## config.mk

```make
export PLATFORM = sky130hd
export DESIGN_NAME = mux_n_to_1_stream
export DESIGN_NICKNAME = d
export VERILOG_FILES = /design/src/rtl/mux_n_to_1_stream.sv
export SDC_FILE = /design/constraint.sdc
export NUM_CORES = 1
export LEC_CHECK = 0
export ABC_CLOCK_PERIOD_IN_PS = 3300
export BUFFER_PORTS_ARGS = -buffer_cell sky130_fd_sc_hd__buf_2
export CAP_MARGIN = 20
export CORE_ASPECT_RATIO = 0.75
export CORE_MARGIN = 1.5
export CORE_UTILIZATION = 30
export CTS_BUF_LIST = sky130_fd_sc_hd__clkbuf_2
export CTS_CLUSTER_DIAMETER = 80
export DETAILED_ROUTE_END_ITERATION = 6
export REMOVE_ABC_BUFFERS = 1
export SLEW_MARGIN = 10
export SYNTH_ARGS = -nofsm -noshare
export SYNTH_HDL_FRONTEND = slang
export SYNTH_SLANG_ARGS = --single-unit
```

## constraint.sdc

```tcl
create_clock -name i_clk -period 3.3 [get_ports i_clk]
set_input_delay 0.33 -clock i_clk [delete_from_list [all_inputs] [get_ports i_clk]]
set_output_delay 0.33 -clock i_clk [all_outputs]
set_load 0.005 [all_outputs]
```

## src/rtl/mux_n_to_1_stream.sv

```systemverilog
// mux_n_to_1_stream: N-to-1 valid/ready stream mux with fixed or round-robin select and one output register stage
//
// Ports:
//   i_clk, i_rst      clock and asynchronous active-high reset
//   i_data, i_valid   flattened per-channel data (channel k at [k*WIDTH +: WIDTH]) and valids
//   o_ready           per-channel accept, at most one bit high per cycle
//   i_mode, i_sel     0 = fixed select on i_sel, 1 = round-robin arbitration
//   o_data, o_valid   registered output word and its valid
//   o_sel             index of the channel whose data is held in o_data
//   i_ready           downstream accept
//   o_xfer_count      16-bit completed output transfer count, only with MUX_STREAM_XFER_COUNT_EN defined
module mux_n_to_1_stream #(
    parameter int WIDTH = 32,
    parameter int CHANNELS = 4,
    localparam int SEL_W = $clog2(CHANNELS)
) (
    input  logic                      i_clk,
    input  logic                      i_rst,
    input  logic [CHANNELS*WIDTH-1:0] i_data,
    input  logic [CHANNELS-1:0]       i_valid,
    output logic [CHANNELS-1:0]       o_ready,
    input  logic                      i_mode,
    input  logic [SEL_W-1:0]          i_sel,
    output logic [WIDTH-1:0]          o_data,
    output logic                      o_valid,
    output logic [SEL_W-1:0]          o_sel,
    input  logic                      i_ready
`ifdef MUX_STREAM_XFER_COUNT_EN
    ,
    output logic [15:0]               o_xfer_count
`endif
);
    logic [WIDTH-1:0]    o_data_q, o_data_d;
    logic                o_valid_q, o_valid_d;
    logic [SEL_W-1:0]    o_sel_q, o_sel_d;
    logic [SEL_W-1:0]    rr_ptr_q, rr_ptr_d;
    logic                load_en;
    logic                accept;
    logic [CHANNELS-1:0] grant;
    logic [SEL_W-1:0]    gnt_idx;
    logic [WIDTH-1:0]    gnt_data;
    logic [SEL_W-1:0]    rr_nxt;
    assign load_en = ~o_valid_q | i_ready;
    // Grant is one-hot; an out-of-range fixed select matches no channel so nothing is granted.
    always_comb begin
        int j;
        logic found;
        grant = '0;
        found = 1'b0;
        j = 0;
        for (int i = 0; i < CHANNELS; i++) begin
            if (!i_mode) begin
                grant[i] = (int'(i_sel) == i) && i_valid[i];
            end else begin
                j = int'(rr_ptr_q) + i;
                if (j >= CHANNELS) j = j - CHANNELS;
                if (!found && i_valid[j]) begin
                    grant[j] = 1'b1;
                    found = 1'b1;
                end
            end
        end
    end
    // OR-reduce over the one-hot grant so no out-of-range part-select is ever formed.
    always_comb begin
        gnt_idx = '0;
        gnt_data = '0;
        for (int k = 0; k < CHANNELS; k++) begin
            if (grant[k]) begin
                gnt_idx = gnt_idx | SEL_W'(k);
                gnt_data = gnt_data | i_data[k*WIDTH +: WIDTH];
            end
        end
    end
    assign accept = (|grant) & load_en & ~i_rst;
    assign o_ready = grant & {CHANNELS{load_en & ~i_rst}};
    assign rr_nxt = (int'(gnt_idx) == CHANNELS - 1) ? '0 : gnt_idx + 1'b1;
    always_comb begin
        o_valid_d = load_en ? accept : o_valid_q;
        o_data_d = accept ? gnt_data : o_data_q;
        o_sel_d = accept ? gnt_idx : o_sel_q;
        rr_ptr_d = (accept && i_mode) ? rr_nxt : rr_ptr_q;
    end
    always_ff @(posedge i_clk or posedge i_rst) begin
        if (i_rst) begin
            o_valid_q <= 1'b0;
            o_data_q <= '0;
            o_sel_q <= '0;
            rr_ptr_q <= '0;
        end else begin
            o_valid_q <= o_valid_d;
            o_data_q <= o_data_d;
            o_sel_q <= o_sel_d;
            rr_ptr_q <= rr_ptr_d;
        end
    end
    assign o_data = o_data_q;
    assign o_valid = o_valid_q;
    assign o_sel = o_sel_q;
`ifdef MUX_STREAM_XFER_COUNT_EN
    logic [15:0] xfer_count_q, xfer_count_d;
    always_comb begin
        xfer_count_d = xfer_count_q + 16'(o_valid_q & i_ready);
    end
    always_ff @(posedge i_clk or posedge i_rst) begin
        if (i_rst) begin
            xfer_count_q <= '0;
        end else begin
            xfer_count_q <= xfer_count_d;
        end
    end
    assign o_xfer_count = xfer_count_q;
`endif
endmodule

```

==> results by stage <==
Outcome:
- The flow ran to the end, and the final reports show no timing, DRC or antenna violations.

Critical path:
- The setup slack on the worst flop-to-flop path is 0.29 ns.
- Data arrives at the worst endpoint at 2.74 ns.
- The start point of the critical path is rr_ptr_q[0].
- The capture point of the critical path is o_ready[2].
- The worst setup path is captured at a primary output.
- Along the worst path, the maximum fanout reaches 19.
- The critical path start-end classification is reg -> out.
- The endpoint of the lowest-slack register-to-register path is o_data[0].
- At the worst endpoint, the required time is 2.97 ns.
- The startpoint identified for the worst register-to-register timing path is rr_ptr_q[0].
- The number of cells on the worst reg-to-reg path is 10.
- The startpoint type of the worst setup path is a register.

Synthesis:
- The xor-xnor portion of the synthesized cell area is 0.293%.
- The most instantiated flip-flop cell in the synthesis netlist is dfrtp_1.
- The number of warnings printed during yosys synthesis is 0.
- The compound-cell area share of the yosys netlist is 35.4%.
- The sequential-to-total area share from yosys stat is 31.0%.
- The largest family of logic cells by synthesized area is compound AO/OA/AOI/OAI gates.
- The number of storage elements in the synthesis netlist is 37.
- The mean instance size in the synthesized netlist is 8.97 um2.
- Of the total synthesized cell area, the portion taken by full adders, half adders and majority gates is 1.68%.
- The count of flip-flops with a built-in enable after synthesis is 0.
- In the synthesized netlist, mux cells make up 16.4% of the area.
- The synthesized netlist devotes 5.53% of its cell area to simple gates.
- The async set-reset flop share out of synthesis is 100%.
- The netlist area before placement is 0.00299 mm2.
- The number of different library cells used by synthesis comes to 42.
- Synthesis produced 333 cells.

STA:
- The total setup violations reported at the end of the flow is 0.
- The clock arrives with 0.0284 ns of skew.
- The number of hold violations in the final report came to 0.
- The slack of the critical path is 0.234 ns.
- The transition time of the tightest slew-check pin is 0.509 ns.
- The number of max-slew violations in the final report came to 0.
- The maximum clock frequency is 326 MHz.
- Setup repair after global routing left no endpoint under its margin.
- The period utilization is 92.9%.
- The time the worst path needs with I/O delays and setup is 3.07 ns.
- In this run the tightest slew margin relative to its limit is 66.1%.

Finish:
- Leaving out fill and tap cells, the most frequent cell in the layout is buf_2.
- The summed area of non-filler cells in the final layout is 0.00416 mm2.
- The top cell types in the final layout, fill and taps aside, are buf_2, o21ai_0, inv_1.
- The share of final-layout standard cells stronger than drive strength 1 is 46.1%.
- Compared with the post-synthesis result, the final layout area differs by 39.1%.
- Measured on the finished design, the core utilization comes to 43.0%.
- The number of antenna diodes in the final layout is 0.
- For this run, the post-layout net count is 646.

Placed design:
- During placement, the flow inserted port buffers numbering 176.
- The placer's final routability congestion estimate is 0.889.
- The worst setup slack after placement is 0.301 ns.
- The placed wire-length estimate is 7.21 mm.
- The placed instances occupy a cell area of 0.00406 mm2.

Floorplan:
- The horizontal extent of the die is 118 um.
- In this run the standard cell core region covers 0.00966 mm2.
- The die outline height is 89.4 um.
- The initial cell density of the core is 30.9%.
- In this run the count of I/O pins placed on the die edge is 177.
- The floorplan die area is 0.0106 mm2.
- Row generation in the floorplan step produced 31 rows.

Global route:
- The wire length of the first global-routing pass is 16.4 mm.
- The sum of overflow across all layers after global routing is 0.
- The number of global-route vias before repair was 3,347.
- Entering global routing, the biggest net connects 39 pins.
- The overall routing resource usage is 19.5%.
- The initial antenna violation count is 0.

Drt:
- The first detailed-routing pass took 4 iterations.
- After detailed routing, the number of vias per cell comes to 5.35.
- The remaining antenna violation count after routing is 0.
- The wire length after detailed routing is 10.9 mm.
- The via count is 3,410.
- The first routing iteration left 250 violations.
- After detailed routing, the average wire length per cell comes to 17.0 um.
- In the routed design, unresolved DRC markers number 0.

Run:
- The number of maximum-capacitance constraint violations is 0.

Clocking:
- At the later pin of the worst-skew pair, clock insertion delay measures 0.39 ns.
- The TritonCTS clock tree is done.
- The clock tree root buffer cell is clkbuf_2.
- The TritonCTS sink count is 37.
- The longest clock path from root to sink contains 2 buffers.
- After clock tree synthesis, the clock-pin slew on the worst setup and hold paths is 0.22 ns.
- The H-tree was split into 2 levels.
- The total CTS buffers is 5.

Power:
- The power per cell area is 747 mW/mm2.
- Summed over all cells, the static leakage comes to 2.09 nW.
- IR analysis of the VDD net gives a maximum drop of 0.291 mV.

Hold path:
- The path class of the lowest-slack min-delay path is in -> async.
-- critical path, stage by stage, from the launching register on --
cell and delay [ns]:
dfrtp_1 0.38, inv_1 0.08, ha_1 0.39, mux4_2 0.54
nand2b_1 0.16, a21oi_1 0.09, a211oi_4 0.31, buf_12 0.22
nor2_1 0.06, buf_2 0.13
-- where the power goes --
group          internal, mW  switching [mW]  total [mW]
sequential            0.676           0.101       0.777
combinational         0.985            1.13        2.12
clock                0.0534           0.155       0.209
total                  1.71            1.39        3.11
-- per-layer routing --
layer,track usage (%),vias to the layer above,wire length [um]
li1,-,1614,-
met2,34.6,167,5030
met3,5.04,11,1070
met4,5.32,0,146
met1,24.0,1618,4600
met5,0,-,0
-- cell type report --
type                    instances  area, um2
fillers                       972       5500
multi-input cells             226       1830
repair buffers                194       1050
flip-flops and latches         37        926
well taps                     132        165
inverters                      40        150
clock buffers                   6       30.0
clock inverters                 2       10.0
-- stage by stage --
stage	power [mW]	instances	hold WS (ns)	TNS [ns]
after floorplan	2.03	303	0.474	-82.14
after global placement	2.77	626	0.463	0
after detailed placement	2.82	626	0.462	0
after CTS	3.05	634	0.0531	0
after global routing	3.37	637	0.0550	0
final	3.11	637	0.0632	0
-- repair_timing --
| item | in CTS | in global routing |
|---|---|---|
| cloned | 0 | 1 |
| gates resized for setup | 1 | 4 |
| hold buffers | 0 | 0 |
| endpoints found under the setup margin | 1 | 1 |
| pin swaps | 0 | 1 |
| setup buffers | 0 | 2 |
-- worst min path at each step --
stage | slack (ns) | cells past startpoint | to | start
2_1_floorplan | 0.47 | 1 | o_sel[1] | o_sel[1]
3_3_place_gp | 0.46 | 1 | o_data[24] | o_data[24]
3_5_place_dp | 0.46 | 1 | o_sel[1] | o_sel[1]
4_1_cts | 0.05 | 3 | o_data[26] | i_rst
5_1_grt | 0.05 | 3 | o_data[29] | i_rst
6_report | 0.06 | 3 | o_data[2] | i_rst
-- registers in the layout (all words and copies together), names as in the netlist --
signal and count:
o_sel 2, o_data 32, o_valid 1, rr_ptr_q 2
-- synth_stat cells (2+ instances only) --
cell | instances | area share [%]
mux2_2 | 13 | 4.9
nand4_1 | 2 | 0.42
mux2_1 | 19 | 7.2
a31oi_1 | 2 | 0.42
o21ai_0 | 64 | 11
nand3b_1 | 2 | 0.50
o31ai_1 | 32 | 8.0
dfrtp_1 | 37 | 31
mux2i_1 | 4 | 1.3
inv_1 | 40 | 5.0
or3b_1 | 2 | 0.59
o21ai_1 | 2 | 0.34
buf_2 | 4 | 0.67
buf_6 | 3 | 1.1
nor2_2 | 2 | 0.42
nand3_1 | 3 | 0.50
mux4_2 | 4 | 3.0
a21o_1 | 3 | 0.75
o2111ai_1 | 32 | 9.4
nand2_1 | 5 | 0.63
nor2_1 | 4 | 0.50
clkbuf_1 | 22 | 2.8
a21oi_1 | 8 | 1.3
nand2b_1 | 3 | 0.63
ha_1 | 4 | 1.7
-- logic make-up (layout without fill, tap and decap cells) --
group | after synthesis | in the layout
xor gates and xnor gates | 1 | 1
and+or+nand+nor | 28 | 28
adders and majority gates | 4 | 4
AOI/OAI and AO/OA | 153 | 153
DFF | 37 | 37
muxes | 40 | 40
buffers and inverters | 70 | 242
Power figures use the tool's default switching activity.
